$ cat config.mk
export PLATFORM = sky130hd
export DESIGN_NAME = mips_multicycle_ctrl
export DESIGN_NICKNAME = d
export VERILOG_FILES = /design/src/rtl/mips_pkg.sv /design/src/rtl/mips_ctrl_decode.sv /design/src/rtl/mips_multicycle_ctrl.sv
export SDC_FILE = /design/constraint.sdc
export NUM_CORES = 1
export LEC_CHECK = 0
export BUFFER_PORTS_ARGS = -buffer_cell sky130_fd_sc_hd__buf_2
export CAP_MARGIN = 20
export CORE_AREA = 2 2 39 41
export DETAILED_ROUTE_END_ITERATION = 10
export DIE_AREA = 0 0 41 43
export GPL_ROUTABILITY_DRIVEN = 1
export PLACE_DENSITY = 0.81
export SYNTH_ARGS = -nofsm -noshare
export SYNTH_HDL_FRONTEND = slang
export SYNTH_SLANG_ARGS = --single-unit
$ cat constraint.sdc
create_clock -name clk -period 2.5 [get_ports clk]
set_input_delay 0.25 -clock clk [delete_from_list [all_inputs] [get_ports clk]]
set_output_delay 0.25 -clock clk [all_outputs]
set_load 0.01 [all_outputs]
$ cat src/rtl/mips_pkg.sv
// mips_pkg: shared definitions for the MIPS32 multicycle core.
// Contents:
//   state_t  - 4-bit main-control state encoding
//   OP_*     - primary opcode values (instruction[31:26])
//   ALU_OP_* - 2-bit alu_op codes shared by the main control and alu_control
//   PC_SRC_*, ALU_B_* - datapath mux select codes
//   ctrl_t   - bundle of every control output driven by the main control
package mips_pkg;

   typedef enum logic [3:0] {
      S_RESET     = 4'd0,
      S_FETCH     = 4'd1,
      S_DECODE    = 4'd2,
      S_EXEC_R    = 4'd3,
      S_R_WB      = 4'd4,
      S_MEM_ADDR  = 4'd5,
      S_MEM_READ  = 4'd6,
      S_MEM_WB    = 4'd7,
      S_MEM_WRITE = 4'd8,
      S_BRANCH    = 4'd9,
      S_JUMP      = 4'd10,
      S_EXEC_I    = 4'd11,
      S_I_WB      = 4'd12,
      S_TRAP      = 4'd13
   } state_t;

   localparam logic [5:0] OP_RTYPE = 6'b000000;
   localparam logic [5:0] OP_LW    = 6'b100011;
   localparam logic [5:0] OP_SW    = 6'b101011;
   localparam logic [5:0] OP_BEQ   = 6'b000100;
   localparam logic [5:0] OP_J     = 6'b000010;
   localparam logic [5:0] OP_ADDI  = 6'b001000;
   localparam logic [5:0] OP_ORI   = 6'b001101;
   localparam logic [5:0] OP_ANDI  = 6'b001100;
   localparam logic [5:0] OP_SLTI  = 6'b001010;

   localparam logic [1:0] ALU_OP_ADD   = 2'b00;
   localparam logic [1:0] ALU_OP_SUB   = 2'b01;
   localparam logic [1:0] ALU_OP_FUNCT = 2'b10;
   localparam logic [1:0] ALU_OP_IMM   = 2'b11;

   localparam logic [1:0] PC_SRC_ALU    = 2'b00;
   localparam logic [1:0] PC_SRC_ALUOUT = 2'b01;
   localparam logic [1:0] PC_SRC_JUMP   = 2'b10;

   localparam logic [1:0] ALU_B_RT      = 2'b00;
   localparam logic [1:0] ALU_B_FOUR    = 2'b01;
   localparam logic [1:0] ALU_B_IMM     = 2'b10;
   localparam logic [1:0] ALU_B_IMM_SH2 = 2'b11;

   typedef struct packed {
      logic       pc_write;
      logic       pc_write_cond;
      logic [1:0] pc_source;
      logic       iord;
      logic       mem_read;
      logic       mem_write;
      logic       ir_write;
      logic       reg_dst;
      logic       mem_to_reg;
      logic       reg_write;
      logic       alu_src_a;
      logic [1:0] alu_src_b;
      logic [1:0] alu_op;
      logic       illegal_op;
   } ctrl_t;

   // Immediate-arithmetic opcodes that share the EXEC_I / I_WB path.
   function automatic logic is_imm_op(input logic [5:0] op);
      return (op == OP_ADDI) || (op == OP_ORI) || (op == OP_ANDI) || (op == OP_SLTI);
   endfunction

endpackage

$ cat src/rtl/mips_ctrl_decode.sv
// mips_ctrl_decode: combinational output decoder for the multicycle control.
// Ports:
//   state     in  current FSM state
//   opcode    in  instruction[31:26] (selects alu_op in EXEC_I)
//   mem_ready in  memory handshake (qualifies the FETCH enables)
//   ctrl      out full control bundle; all-zero for RESET and unused encodings
module mips_ctrl_decode
   import mips_pkg::*;
(
   input  state_t      state,
   input  logic [5:0]  opcode,
   input  logic        mem_ready,
   output ctrl_t       ctrl
);

   always_comb begin
      // NOTE: assigning a default to every field first keeps this block free of
      // inferred latches and guarantees no output is left undriven in any state.
      ctrl = '0;
      unique case (state)
         S_FETCH: begin
            ctrl.mem_read  = 1'b1;
            ctrl.alu_src_b = ALU_B_FOUR;
            ctrl.alu_op    = ALU_OP_ADD;
            ctrl.pc_source = PC_SRC_ALU;
            // IR and PC update only on the cycle the fetch completes.
            ctrl.ir_write  = mem_ready;
            ctrl.pc_write  = mem_ready;
         end
         S_DECODE: begin
            ctrl.alu_src_b = ALU_B_IMM_SH2;   // precompute branch target
            ctrl.alu_op    = ALU_OP_ADD;
         end
         S_EXEC_R: begin
            ctrl.alu_src_a = 1'b1;
            ctrl.alu_src_b = ALU_B_RT;
            ctrl.alu_op    = ALU_OP_FUNCT;
         end
         S_R_WB: begin
            ctrl.reg_dst   = 1'b1;
            ctrl.reg_write = 1'b1;
         end
         S_MEM_ADDR: begin
            ctrl.alu_src_a = 1'b1;
            ctrl.alu_src_b = ALU_B_IMM;
            ctrl.alu_op    = ALU_OP_ADD;
         end
         S_MEM_READ: begin
            ctrl.mem_read = 1'b1;
            ctrl.iord     = 1'b1;
         end
         S_MEM_WB: begin
            ctrl.mem_to_reg = 1'b1;
            ctrl.reg_write  = 1'b1;
         end
         S_MEM_WRITE: begin
            ctrl.mem_write = 1'b1;
            ctrl.iord      = 1'b1;
         end
         S_BRANCH: begin
            ctrl.alu_src_a     = 1'b1;
            ctrl.alu_src_b     = ALU_B_RT;
            ctrl.alu_op        = ALU_OP_SUB;
            ctrl.pc_write_cond = 1'b1;
            ctrl.pc_source     = PC_SRC_ALUOUT;
         end
         S_JUMP: begin
            ctrl.pc_write  = 1'b1;
            ctrl.pc_source = PC_SRC_JUMP;
         end
         S_EXEC_I: begin
            ctrl.alu_src_a = 1'b1;
            ctrl.alu_src_b = ALU_B_IMM;
            ctrl.alu_op    = (opcode == OP_ADDI) ? ALU_OP_ADD : ALU_OP_IMM;
         end
         S_I_WB: begin
            ctrl.reg_write = 1'b1;
         end
         S_TRAP: begin
            ctrl.illegal_op = 1'b1;
         end
         default: ;   // RESET and unused encodings keep the all-zero bundle
      endcase
   end

endmodule

$ cat src/rtl/mips_multicycle_ctrl.sv
// mips_multicycle_ctrl: main control FSM of the MIPS32 multicycle core.
// Holds the state register and next-state logic; output decoding lives in
// mips_ctrl_decode.
// Ports:
//   clk, rst_n        clock, asynchronous active-low reset
//   opcode            instruction[31:26] from the instruction register
//   mem_ready         memory completes the access this cycle
//   pc_write, pc_write_cond, pc_source, iord, mem_read, mem_write, ir_write,
//   reg_dst, mem_to_reg, reg_write, alu_src_a, alu_src_b, alu_op
//                     datapath enables and mux selects
//   illegal_op        an unsupported opcode was decoded (TRAP)
//   state             current state, for debug
module mips_multicycle_ctrl
   import mips_pkg::*;
#(
   parameter int STATE_W = 4
) (
   input  logic               clk,
   input  logic               rst_n,
   input  logic [5:0]         opcode,
   input  logic               mem_ready,
   output logic               pc_write,
   output logic               pc_write_cond,
   output logic [1:0]         pc_source,
   output logic               iord,
   output logic               mem_read,
   output logic               mem_write,
   output logic               ir_write,
   output logic               reg_dst,
   output logic               mem_to_reg,
   output logic               reg_write,
   output logic               alu_src_a,
   output logic [1:0]         alu_src_b,
   output logic [1:0]         alu_op,
   output logic               illegal_op,
   output logic [STATE_W-1:0] state
);

   state_t state_q;
   state_t state_d;
   ctrl_t  ctrl;

   // Because outputs decode from state_q, pulling rst_n low forces RESET
   // and therefore drops every output to 0 without waiting for a clock.
   always_ff @(posedge clk or negedge rst_n) begin
      if (!rst_n) begin
         state_q <= S_RESET;
      end else begin
         // NOTE: sequential state uses non-blocking assignment so every
         // register samples pre-edge values regardless of block ordering.
         state_q <= state_d;
      end
   end

   always_comb begin
      state_d = S_RESET;   // unused encodings recover through RESET
      unique case (state_q)
         S_RESET:  state_d = S_FETCH;
         S_FETCH:  state_d = mem_ready ? S_DECODE : S_FETCH;
         S_DECODE: begin
            if (opcode == OP_RTYPE)                      state_d = S_EXEC_R;
            else if (opcode == OP_LW || opcode == OP_SW) state_d = S_MEM_ADDR;
            else if (opcode == OP_BEQ)                   state_d = S_BRANCH;
            else if (opcode == OP_J)                     state_d = S_JUMP;
            else if (is_imm_op(opcode))                  state_d = S_EXEC_I;
            else                                         state_d = S_TRAP;
         end
         S_EXEC_R:   state_d = S_R_WB;
         S_R_WB:     state_d = S_FETCH;
         S_MEM_ADDR: begin
            // IR is frozen here, so opcode is still LW or SW.
            if (opcode == OP_LW)      state_d = S_MEM_READ;
            else if (opcode == OP_SW) state_d = S_MEM_WRITE;
            else                      state_d = S_TRAP;
         end
         S_MEM_READ:  state_d = mem_ready ? S_MEM_WB : S_MEM_READ;
         S_MEM_WB:    state_d = S_FETCH;
         S_MEM_WRITE: state_d = mem_ready ? S_FETCH : S_MEM_WRITE;
         S_BRANCH:    state_d = S_FETCH;
         S_JUMP:      state_d = S_FETCH;
         S_EXEC_I:    state_d = S_I_WB;
         S_I_WB:      state_d = S_FETCH;
         S_TRAP:      state_d = S_TRAP;   // only reset leaves TRAP
         default:     state_d = S_RESET;
      endcase
   end

   mips_ctrl_decode u_decode (
      .state     (state_q),
      .opcode    (opcode),
      .mem_ready (mem_ready),
      .ctrl      (ctrl)
   );

   assign pc_write      = ctrl.pc_write;
   assign pc_write_cond = ctrl.pc_write_cond;
   assign pc_source     = ctrl.pc_source;
   assign iord          = ctrl.iord;
   assign mem_read      = ctrl.mem_read;
   assign mem_write     = ctrl.mem_write;
   assign ir_write      = ctrl.ir_write;
   assign reg_dst       = ctrl.reg_dst;
   assign mem_to_reg    = ctrl.mem_to_reg;
   assign reg_write     = ctrl.reg_write;
   assign alu_src_a     = ctrl.alu_src_a;
   assign alu_src_b     = ctrl.alu_src_b;
   assign alu_op        = ctrl.alu_op;
   assign illegal_op    = ctrl.illegal_op;
   assign state         = STATE_W'(state_q);

endmodule

==> qor.tcl, run 1 <==
set qor(wl_per_cell_microns) 12.2
set qor(initial_utilization_pct) 41.4
set qor(hold_buffers) 1
set qor(setup.worst_path.start_class) {flip-flop}
set qor(clkTransAtPathRegs_ps) 40
set qor(insertedDiodeCount) 0
set qor(gp_routability_congestion) 0.827
set qor(design.portCount) 30
set qor(cts_setup_buffers) 0
set qor(via_count_of_the_first_global_routing_pass) 605
set qor(core-area_sq_um) 1380
set qor(drv_slew) 0
set qor(synthToLayoutAreaGrowth_pct) 26.4
set qor(worstReg2RegStart) {state[2]}
set qor(data_arrival_critical_path_ps) 1740
set qor(port_buffers) 29
set qor(synth_seq_area_share_pct) 17.5
set qor(wire_length_after_detailed_routing_microns) 1540
set qor(vdd_ir_drop_max_v) 0.000485
set qor(drt-initial-drc-count) 17
set qor(dieWidth_microns) 41
set qor(critPathLaunch) {state[0]}
set qor(cts-buffers-inserted) 3
set qor(syn_avg_cell_area_sq_um) 6.74
set qor(number_of_antenna_violations_at_the_first_check_in_global_routing) 0
set qor(synth_top_flop_cell) {dfrtp_1}
set qor(ys_warn_count) 0
set qor(skew_ps) 4.67
set qor(report.final.setup_viol) 0
set qor(remaining_drc_errors) 0
set qor(layout_min_cycle_time_ps) 1990
set qor(global_route.usage.total_pct) 20.3
set qor(design_area_sq_um) 724
set qor(rsz0062_at_grt) {false}
set qor(timing.critical_path.cells) {nor2b_1 > nand3b_1 > o22ai_1 > buf_2}
set qor(placement.setup.worst_slack_ps) 766
set qor(finalHoldViolations) 0
set qor(cts.htree.levels) 1
set qor(achievable-frequency_mhz) 502
set qor(crit_path_end_kind) {primary output}
set qor(cp_slowest_stage_delay_ps) 690
set qor(mappedNetlistNets) 94
set qor(cap_violations) 0
set qor(cpMaxStageDelayCell) {dfrtp_1}
set qor(clock_path_buffers) 2
set qor(nNetsFinal) 121
set qor(worstMarginPinSlew_ps) 572
set qor(r2r.worst_path.cells) 4
set qor(power_density_nw_per_um2) 1120
set qor(synth_async_sr_flop_share_pct) 100
set qor(number_of_enable_flip_flop_cells_after_synthesis) 0
set qor(fin_util_pct) 52.4
set qor(worst_r2r_endpoint) {state[0]}
set qor(num_vias) 711
set qor(fp-row-count) 14
set qor(syn-cell-area_sq_um) 573
set qor(finalWorstSetupSlack_ps) 507
set qor(reg2reg_slack_ps) 910
set qor(detail-route-antenna-nets) 0
set qor(synthesis.instances) 85
set qor(outcome) {completed}
set qor(timing.final.crit_share_pct) 79.7
set qor(synth-seq-cells) 4
set qor(drive_gt1_share_pct) 30.0
set qor(required_ps) 2250
set qor(num-fill-cells) 143
set qor(synthDistinctLibCells) 36
set qor(worst-path-max-fanout) 21
set qor(power.leakage_nw) 0.352
set qor(cts.sink_count) 4
set qor(slew_headroom_pct) 61.9
set qor(cts_resized) 0
set qor(via_count_normalized_by_instance_count) 5.64
set qor(firstDrtPassIters) 4
set qor(gr-total-overflow) 0
set qor(root_buffer) {clkbuf_4}
set qor(finalSetupTns_ps) 0
set qor(min-delay-path-class) {input port to async pin}
set qor(largest_net_degree_at_the_start_of_global_routing) 22
set qor(largest_register_ff_count) 4
set qor(die_height_microns) 43
set qor(clk_latency_ps) 250
set qor(placement.cell_area_sq_um) 692
set qor(hpwlAfterDp_microns) 1110
set qor(tritoncts) {yes}
set qor(global_route_wire_length_before_repair_microns) 2530
set qor(fp.dieArea_sq_um) 1760
set qor(timing.setup.critical_path_class) {flip-flop to primary output}
[cell usage in the layout (no fill, tap or decap), types with 2 or more instances in the layout]
cell | netlist | final
nor2_1 | 13 | 13
o22ai_1 | 2 | 2
o21ai_0 | 2 | 2
nor3_1 | 5 | 5
a21oi_1 | 8 | 8
buf_2 | 1 | 29
nand2b_1 | 5 | 5
nand2_1 | 9 | 9
dfrtp_1 | 4 | 4
clkbuf_4 | 0 | 3
nor2b_1 | 3 | 3
xnor2_1 | 2 | 2
nand3b_1 | 4 | 4
[Yosys cell counts, types with 2 or more instances]
library cell  count  area share (%)
xnor2_1           2             3.1
nor2_1           13             8.5
nand2b_1          5             5.5
o22ai_1           2             2.2
nor3_1            5             4.4
nor2b_1           3             3.3
clkbuf_1          3             2.0
dfrtp_1           4              17
a21oi_1           8             7.0
nand3b_1          4             5.2
buf_4             2             2.6
o21ai_0           2             1.7
nand2_1           9             5.9
[critical path, delay by kind of cell (launching register included)]
kind	cells	cell delay [ps]
and+or+nand+nor	2	500
DFF	1	690
buffers and inverters	1	160
AOI/OAI and AO/OA	1	140
[routing by layer]
metal	vias up	track usage, %	wire length [microns]
met2	25	33.1	786
met4	0	10.0	24
li1	357	-	-
met5	-	0	0
met1	326	25.2	649
met3	3	1.57	82
[layout make-up]
type | instances | area, sq um | area share, %
Multi-Input combinational cell | 73 | 427 | 58.9
Tap cell | 16 | 20.0 | 2.76
Sequential cell | 4 | 100 | 13.8
Timing Repair Buffer | 30 | 155 | 21.4
Clock buffer | 3 | 22.5 | 3.11
[kinds of logic after synthesis]
family / Yosys count / share of synthesized area, %
and+or+nand+nor: 48 / 44.5
DFF: 4 / 17.5
xor gates and xnor gates: 2 / 3.06
AOI/OAI and AO/OA: 23 / 26.9
buffers and inverters: 8 / 8.08
[metrics by stage]
stage | hold slack (ps) | total power, mW | instances
final | 352 | 0.810 | 126
after detailed placement | 60.0 | 0.724 | 122
after floorplan | -45.6 | 0.581 | 85
after global routing | 367 | 0.886 | 126
after CTS | 335 | 0.812 | 126
after global placement | 53.2 | 0.712 | 122
[worst max path at each step]
stage	slack, ps	to	cells after the start
after detailed placement	770	pc_write	4
after global routing	330	pc_write	4
after floorplan	950	state[0]	4
after global placement	790	state[0]	5
final	510	pc_write	4
after CTS	500	pc_write	4
[where the power goes]
group          total, mW  switching, mW  internal (mW)
registers          0.218          0.128         0.0903
logic              0.502          0.259          0.244
clock network     0.0891         0.0349         0.0543
Power figures use the tool's default switching activity.
==> inputs of run 2 (changes only) <==
--- a/config.mk
+++ b/config.mk
@@ -5,11 +5,11 @@
 export SDC_FILE = /design/constraint.sdc
 export NUM_CORES = 1
 export LEC_CHECK = 0
+export ABC_AREA = 1
 export BUFFER_PORTS_ARGS = -buffer_cell sky130_fd_sc_hd__buf_2
 export CAP_MARGIN = 20
-export CORE_AREA = 2 2 39 41
+export CORE_UTILIZATION = 43
 export DETAILED_ROUTE_END_ITERATION = 10
-export DIE_AREA = 0 0 41 43
 export GPL_ROUTABILITY_DRIVEN = 1
 export PLACE_DENSITY = 0.81
 export SYNTH_ARGS = -nofsm -noshare
==> constraint.sdc (replaced) <==
create_clock -name clk -period 2 [get_ports clk]
set_input_delay 0.2 -clock clk [delete_from_list [all_inputs] [get_ports clk]]
set_output_delay 0.2 -clock clk [all_outputs]
set_load 0.01 [all_outputs]
==> run 2 against run 1 <==
Wire length shrank 5.8%. Synthesized area grew 0.44%. Worst setup slack lost 92 ps. Power grew 15%. Clock-buffer cell count is the same. Sequential share of layout area shrank 0.70 points. Global-route usage grew 1.8 points. Flip-flop and latch count is the same. Critical endpoint is now iord. Core utilization grew 13 points. Critical path type unchanged. Register-to-register slack lost 160 ps. Die area shrank 16%.
==> qor.tcl, run 2 <==
set qor(outcome) {completed}
set qor(layout_min_cycle_time_ps) 1590
set qor(clock_path_buffers) 2
set qor(largest_register_ff_count) 4
set qor(ys_warn_count) 0
set qor(nNetsFinal) 153
set qor(global_route.usage.total_pct) 22.1
set qor(clk_latency_ps) 230
set qor(cpMaxStageDelayCell) {dfrtp_1}
set qor(synthDistinctLibCells) 17
set qor(wl_per_cell_microns) 9.31
set qor(rsz0062_at_grt) {false}
set qor(synth_top_flop_cell) {dfrtp_1}
set qor(worstMarginPinSlew_ps) 263
set qor(hpwlAfterDp_microns) 1220
set qor(via_count_normalized_by_instance_count) 4.69
set qor(number_of_antenna_violations_at_the_first_check_in_global_routing) 0
set qor(finalSetupTns_ps) 0
set qor(synth-seq-cells) 4
set qor(min-delay-path-class) {input port to async pin}
set qor(ff_latch_area_sq_um) 100
set qor(synth_async_sr_flop_share_pct) 100
set qor(clkTransAtPathRegs_ps) 40
set qor(setup.worst_path.start_class) {flip-flop}
set qor(report.final.setup_viol) 0
set qor(remaining_drc_errors) 0
set qor(wire_length_after_detailed_routing_microns) 1450
set qor(layout_common_cells) {nand2_1, buf_2, nor2_1}
set qor(power.leakage_nw) 0.495
set qor(data_arrival_critical_path_ps) 1390
set qor(detail-route-antenna-nets) 0
set qor(dieWidth_microns) 38.6
set qor(reg2reg_slack_ps) 750
set qor(cpLargestDelayFamily) {simple AND/OR/NAND/NOR gates}
set qor(via_count_of_the_first_global_routing_pass) 596
set qor(r2r.worst_path.cells) 7
set qor(cap_violations) 0
set qor(gr-total-overflow) 0
set qor(gp_routability_congestion) 0.786
set qor(design.portCount) 30
set qor(synthTopCellsByArea) {nand2_1, dfrtp_1, nor2_1}
set qor(drv_slew) 0
set qor(core-area_sq_um) 1170
set qor(cts_setup_buffers) 0
set qor(timing.critical_path.cells) {inv_2 > nand2_2 > nor2_1 > inv_1 > nand2_1 > buf_2}
set qor(vdd_ir_drop_max_v) 0.000562
set qor(timing.final.crit_share_pct) 79.3
set qor(worst_r2r_endpoint) {state[1]}
set qor(firstDrtPassIters) 4
set qor(syn-cell-area_sq_um) 576
set qor(slew_headroom_pct) 82.4
set qor(achievable-frequency_mhz) 631
set qor(synthesis.instances) 110
set qor(num-fill-cells) 120
set qor(synth_largest_type_area_fraction_pct) 18.9
set qor(port_buffers) 29
set qor(number_of_enable_flip_flop_cells_after_synthesis) 0
set qor(timing.setup.critical_path_class) {flip-flop to primary output}
set qor(syn_avg_cell_area_sq_um) 5.23
set qor(worst-path-buf-inv) 3
set qor(post-synth-top-area-cell) {nand2_1}
set qor(root_buffer) {clkbuf_4}
set qor(worstReg2RegStart) {state[3]}
set qor(largest_net_degree_at_the_start_of_global_routing) 8
set qor(synth_seq_area_share_pct) 17.4
set qor(fp-row-count) 12
set qor(cts.htree.levels) 1
set qor(skew_ps) 3.23
set qor(num_vias) 731
set qor(cts-buffers-inserted) 3
set qor(synth_most_common_cell) {nand2_1}
set qor(drive_gt1_share_pct) 33.8
set qor(multi_input_comb_area_sq_um) 397
set qor(global_route_wire_length_before_repair_microns) 2300
set qor(netlist_top_cells_count) {nand2_1, nor2_1, inv_1}
set qor(cts.sink_count) 4
set qor(drt-initial-drc-count) 13
set qor(insertedDiodeCount) 0
set qor(tritoncts) {yes}
set qor(initial_utilization_pct) 49.1
set qor(finalHoldViolations) 0
set qor(power_density_nw_per_um2) 1220
set qor(fp.dieArea_sq_um) 1490
set qor(die_height_microns) 38.6
set qor(crit_path_end_kind) {primary output}
set qor(worst-path-max-fanout) 4
set qor(mappedNetlistNets) 119
set qor(cp_slowest_stage_delay_ps) 410
set qor(required_ps) 1800
set qor(fin_util_pct) 65.2
set qor(synthToLayoutAreaGrowth_pct) 32.6
-- run 2: changes by cell type after synthesis, moves of 5 or more --
| cell | before | now |
|---|---|---|
| inv_1 | 0 | 17 |
| nand2_2 | 0 | 5 |
| nor2_2 | 0 | 8 |
| nand2b_1 | 5 | 0 |
| a21oi_1 | 8 | 1 |
| nand2_1 | 9 | 29 |
| nor2_1 | 13 | 24 |
| nand3_1 | 1 | 9 |
-- run 2: stage by stage --
| step | instances | area [sq um] | power, mW | hold slack, ps | setup slack, ps |
|---|---|---|---|---|---|
| 2_1_floorplan | 110 | 576 | 0.617 | -95.6 | 701 |
| 3_3_place_gp | 152 | 731 | 0.835 | 3.97 | 685 |
| 6_report | 156 | 763 | 0.935 | 309 | 415 |
| 4_1_cts | 156 | 763 | 0.941 | 298 | 424 |
| 5_1_grt | 156 | 763 | 1.03 | 320 | 284 |
| 3_5_place_dp | 152 | 731 | 0.838 | 5.25 | 675 |
-- run 2: cells by family after synthesis --
| family | count (synthesis) | synth area share, % |
|---|---|---|
| AO/OA/AOI/OAI | 5 | 5.22 |
| buffers and inverters | 20 | 13.7 |
| flip-flops | 4 | 17.4 |
| AND/OR/NAND/NOR | 81 | 63.7 |
-- run 2: worst max-delay path by stage --
stage | end | slack [ps] | cells past startpoint | startpoint
after global routing | iord | 280 | 6 | state[0]
after floorplan | alu_src_a | 700 | 5 | state[2]
after detailed placement | pc_write | 670 | 6 | state[1]
after global placement | pc_write | 680 | 6 | state[1]
after CTS | iord | 420 | 6 | state[0]
final | iord | 410 | 6 | state[3]
-- run 2: power breakdown --
part           switching (mW)  internal [mW]
combinational           0.433          0.252
clock                  0.0305         0.0669
sequential             0.0349          0.118
-- run 2: worst register-to-register path, delay by kind of cell, from the launching register on --
family	cells	cell delay [ps]
AND/OR/NAND/NOR	4	520
flip-flops	1	410
AO/OA/AOI/OAI	1	40
buffers and inverters	2	210
-- run 2: what timing repair did --
item	in CTS	in global routing
resized for setup	0	0
endpoints found under the hold margin	4	0
hold buffers	1	0
-- run 2: per-layer routing --
metal	global-route usage [%]	vias to the layer above	part of all wire, %	wire (microns)
met4	7.76	0	0	0
met5	0	-	0	0
met1	26.4	309	44	645
met3	3.47	0	4.4	64
li1	-	400	-	-
met2	39.2	22	51	742
-- run 2: final cells by class --
class,count,area share [%]
multi-input combinational,86,52.0
clock buffer,3,2.95
sequential,4,13.1
tap,14,2.30
inverter,19,9.34
timing repair buffer,30,20.3
